**src/rtl/fetch_unit.sv**
```systemverilog
// Instruction fetch front end: drives the PC to a combinational instruction memory,
// buffers {pc, ins} pairs in a small FIFO and hands them to decode via valid/ready.
module fetch_unit #(
  parameter logic [31:0] RESET_PC   = 32'h0000_0000,
  parameter logic [31:0] PC_STEP    = 32'd1,
  parameter int          FIFO_DEPTH = 2
) (
  input  logic        clk,
  input  logic        rst_n,
  output logic [31:0] fPC,
  input  logic [31:0] ins,
  input  logic        halt,
  input  logic        redirect_valid,
  input  logic [31:0] redirect_pc,
  output logic        out_valid,
  output logic [31:0] out_ins,
  output logic [31:0] out_pc,
  input  logic        out_ready,
  output logic [31:0] fetch_count
);

  localparam int AW = $clog2(FIFO_DEPTH);
  localparam logic [AW:0] DEPTH = (AW+1)'(FIFO_DEPTH);

  logic [31:0]   pc;
  logic [31:0]   ins_buf [FIFO_DEPTH];
  logic [31:0]   pc_buf  [FIFO_DEPTH];
  logic [AW-1:0] head;
  logic [AW-1:0] tail;
  logic [AW:0]   count;
  logic          pop;
  logic          push;

  assign fPC       = pc;
  assign out_valid = (count != '0);
  assign pop       = out_valid & out_ready & ~redirect_valid;
  // A simultaneous pop frees a slot, so a full buffer can still accept a fetch.
  assign push      = ~halt & ~redirect_valid & ((count < DEPTH) | pop);
  assign out_ins   = out_valid ? ins_buf[head] : '0;
  assign out_pc    = out_valid ? pc_buf[head]  : '0;

  always_ff @(posedge clk) begin
    if (!rst_n) begin
      pc          <= RESET_PC;
      head        <= '0;
      tail        <= '0;
      count       <= '0;
      fetch_count <= '0;
    end else if (redirect_valid) begin
      pc    <= redirect_pc;
      head  <= '0;
      tail  <= '0;
      count <= '0;
    end else begin
      if (push) begin
        ins_buf[tail] <= ins;
        pc_buf[tail]  <= pc;
        tail          <= tail + AW'(1);
        pc            <= pc + PC_STEP;
        fetch_count   <= fetch_count + 32'd1;
      end
      if (pop)
        head <= head + AW'(1);
      case ({push, pop})
        2'b10:   count <= count + (AW+1)'(1);
        2'b01:   count <= count - (AW+1)'(1);
        default: ;
      endcase
    end
  end

endmodule

```
**config.mk**
```make
export PLATFORM = sky130hd
export DESIGN_NAME = fetch_unit
export DESIGN_NICKNAME = d
export VERILOG_FILES = /design/src/rtl/fetch_unit.sv
export SDC_FILE = /design/constraint.sdc
export NUM_CORES = 1
export LEC_CHECK = 0
export ABC_AREA = 0
export ABC_CLOCK_PERIOD_IN_PS = 10550
export BUFFER_PORTS_ARGS = -buffer_cell sky130_fd_sc_hd__buf_2
export CORE_ASPECT_RATIO = 0.6
export CORE_UTILIZATION = 53
export CTS_CLUSTER_SIZE = 28
export DETAILED_ROUTE_END_ITERATION = 16
export PLACE_DENSITY = 0.77
export SYNTH_ARGS = -nofsm -noshare
export SYNTH_HDL_FRONTEND = slang
export SYNTH_SLANG_ARGS = --single-unit
export TNS_END_PERCENT = 10
```
**constraint.sdc**
```tcl
create_clock -name clk -period 10.55 [get_ports clk]
set_clock_uncertainty 0.2 [all_clocks]
set_input_delay 2.11 -clock clk [delete_from_list [all_inputs] [get_ports clk]]
set_output_delay 2.11 -clock clk [all_outputs]
set_load 0.01 [all_outputs]
```
==> results_dict.tcl <==
set metrics [dict create \
    status "complete, no violations" \
    cts_resized 0 \
    hold_class "reg2reg" \
    fin_ws_ns 5.96 \
    drt_iter0_markers 510 \
    grt_setup_unrepaired "false" \
    layout.cells.non_filler 1086 \
    r2r-start "count[0]" \
    p_int_mw 1.23 \
    start_kind "flip-flop" \
    drc_errors 0 \
    tns_ns 0 \
    ys_ff_latch 197 \
    power.leakage_nw 3.72 \
    root_buffer "clkbuf_16" \
    final_core_util 0.671 \
    first_pass_iters 6 \
    drive_above_1_share 0.275 \
    core-area_um2 14800 \
    comb_power_share 0.056 \
    p_sw_mw 0.368 \
    critPathLaunch "count[0]" \
    holdWs_ns 0.293 \
    seq_area_frac_synth 0.640 \
    grt_max_degree 65 \
    nets 946 \
    syn_inst 686 \
    post-route-period-util 0.435 \
    gp_congestion 0.842 \
    final.fill_count 1091 \
    seqPwrFrac 0.542 \
    viasPerCell 5.60 \
    cts_hold_repair.buffers 0 \
    slew_headroom 0.248 \
    fp-row-count 34 \
    vias 6084 \
    grt_pass1_wl_mm 29.8 \
    syn2layout_area_growth_pct 21.3 \
    design_area_um2 9910 \
    async_flop_share 0 \
    dp.cells 1053 \
    grt_use_total 0.243 \
    insertion_delay_ns 0.42 \
    antenna_found_initial 2 \
    synth_edf_count 128 \
    die_height_um 98.2 \
    initial_core_util 0.553 \
    cts_tree "built" \
    syn_area_per_cell_um2 11.9 \
    setup_viol 0 \
    cts.sinks 197 \
    total_power_mw 1.59 \
    grt_pass1_vias 5739 \
    die_w_um 162 \
    hold_viol 0 \
    r2r-end "count[1]" \
    antenna_left 0 \
    drt_wl_total_mm 19.2 \
    routedWlPerCell_um 17.6 \
    cap_violations 0 \
    clock_tree.buffer_depth 2 \
    dpl_cell_area_um2 9320 \
    cts_setup_buffers 0 \
    dieArea_um2 15900 \
    r2r_slack_ns 7.50 \
    r2r_cells 8 \
    pre_cts_ws_ns 5.86 \
    swShare 0.231 \
    syn_nets 758 \
    crit_path_end_kind "primary output" \
    critPathKind "reg2out" \
    cts_max_level 4 \
    hpwl_mm 13.0 \
    path_max_fanout 36 \
    path_clk_slew_ns 0.07 \
    synth.distinct_cells 45 \
    yosys_warnings 0 \
    regArea_um2 5230 \
    p_clk_frac 0.402 \
    cellPowerDensity_nw_per_um2 161 \
    worst_ep_required_time_ns 8.24 \
    ir_worst_vdd_mv 0.127 \
    syn-cell-area_um2 8170 \
    synth_ff_type "edfxtp_1" \
    fmaxAchievable_ghz 0.218 \
    cts_inserted_buffers 17 \
    crit_end "out_valid" \
    ios 198 \
    multi_input_area_um2 2780 \
    worstMarginPinSlew_ns 1.13 \
    min_period_ns 4.59 \
    crit_arrival_ns 2.28 \
    final-max-slew-violation-count 0 \
    port_buffers 197 \
    grt_overflow_total 0 \
]
cell type report:
class / count / area share
tap: 198 / 0.0250
multi-input combinational: 446 / 0.280
clock inverter: 13 / 0.0140
antenna: 1 / 0.000252
inverter: 10 / 0.00379
clock buffer: 19 / 0.0457
timing repair buffer: 202 / 0.103
sequential: 197 / 0.528
registers in the layout, indices dropped and copies added (netlist names), named ones only:
register	count
fPC	32
fetch_count	32
head	1
pc_buf	64
ins_buf	64
count	2
tail	1
power by group through the flow:
stage / logic [mW] / registers [mW] / clock network, mW
detailed placement: 0.0893 / 0.881 / 0
floorplan: 0.0451 / 0.877 / 0
global route: 0.0979 / 0.866 / 0.679
finish: 0.0894 / 0.864 / 0.640
global placement: 0.0867 / 0.879 / 0
CTS: 0.0899 / 0.864 / 0.647
how the worst min path moves through the flow:
| stage | endpoint | slack, ns | from | depth (start not counted) |
|---|---|---|---|---|
| 2_1_floorplan | count[1] | 0.27 | count[1] | 2 |
| 3_3_place_gp | fetch_count[31] | 0.28 | fetch_count[31] | 2 |
| 3_5_place_dp | fetch_count[31] | 0.28 | fetch_count[31] | 2 |
| 4_1_cts | fetch_count[31] | 0.29 | fetch_count[31] | 2 |
| 5_1_grt | head | 0.33 | head | 2 |
| 6_report | fetch_count[31] | 0.29 | fetch_count[31] | 2 |
critical path, cell delays in order, from the launching register on:
cell and delay [ns]:
dfxtp_1 0.36, nor2_4 0.65, buf_4 0.51, inv_1 0.16, buf_2 0.17
cell usage after synthesis (3+ instances only):
cell type | n | area share
edfxtp_1 | 128 | 0.47
nor2_1 | 112 | 0.051
dfxtp_1 | 69 | 0.17
mux2i_1 | 64 | 0.078
nand2_1 | 38 | 0.017
o21ai_0 | 28 | 0.017
nand4_1 | 26 | 0.020
xor2_1 | 26 | 0.028
xnor2_1 | 24 | 0.026
a21oi_1 | 22 | 0.013
nand3_1 | 22 | 0.013
clkbuf_1 | 21 | 0.0097
nor3_1 | 15 | 0.0092
or3_1 | 10 | 0.0077
buf_1 | 9 | 0.0041
inv_1 | 8 | 0.0037
nor4_1 | 8 | 0.0061
and3_1 | 7 | 0.0054
a31oi_1 | 6 | 0.0046
a211oi_1 | 5 | 0.0046
ha_1 | 3 | 0.0046
o211a_1 | 3 | 0.0037
or4_1 | 3 | 0.0028
cell usage in the layout (no fill, tap or decap), drive strengths merged, types with 2 or more instances in the layout:
| cell | count |
|---|---|
| buf | 202 |
| edfxtp | 128 |
| nor2 | 112 |
| dfxtp | 69 |
| mux2i | 64 |
| nand2 | 38 |
| o21ai | 28 |
| nand4 | 26 |
| xor2 | 26 |
| xnor2 | 24 |
| nand3 | 22 |
| a21oi | 22 |
| clkbuf | 19 |
| nor3 | 16 |
| inv | 14 |
| or3 | 12 |
| nor4 | 8 |
| clkinv | 8 |
| and3 | 7 |
| a31oi | 6 |
| a211oi | 5 |
| or4 | 4 |
| o211a | 3 |
| ha | 3 |
| and4 | 2 |
| o31ai | 2 |
| o211ai | 2 |
| o21a | 2 |
layer usage:
layer  share of wire  wire (um)  vias up  track usage
met5         0.00052         10        -            0
met4          0.0081        155        2       0.0660
met3           0.081       1550       22       0.0531
met2            0.45       8710      308        0.379
met1            0.46       8730     2879        0.345
li1                -          -     2873            -
logic make-up (layout without fill, tap and decap cells):
group / Yosys count / in the layout / share of synthesized area
multiplexers: 64 / 64 / 0.0784
adder cells (fa/ha/maj): 3 / 3 / 0.00460
AND/OR/NAND/NOR: 253 / 253 / 0.146
other: 0 / 1 / 0
flip-flops: 197 / 197 / 0.640
XOR/XNOR: 50 / 50 / 0.0536
AO/OA/AOI/OAI: 76 / 76 / 0.0556
buffers and inverters: 43 / 244 / 0.0218
No activity file was read; power rests on OpenSTA's default activity.
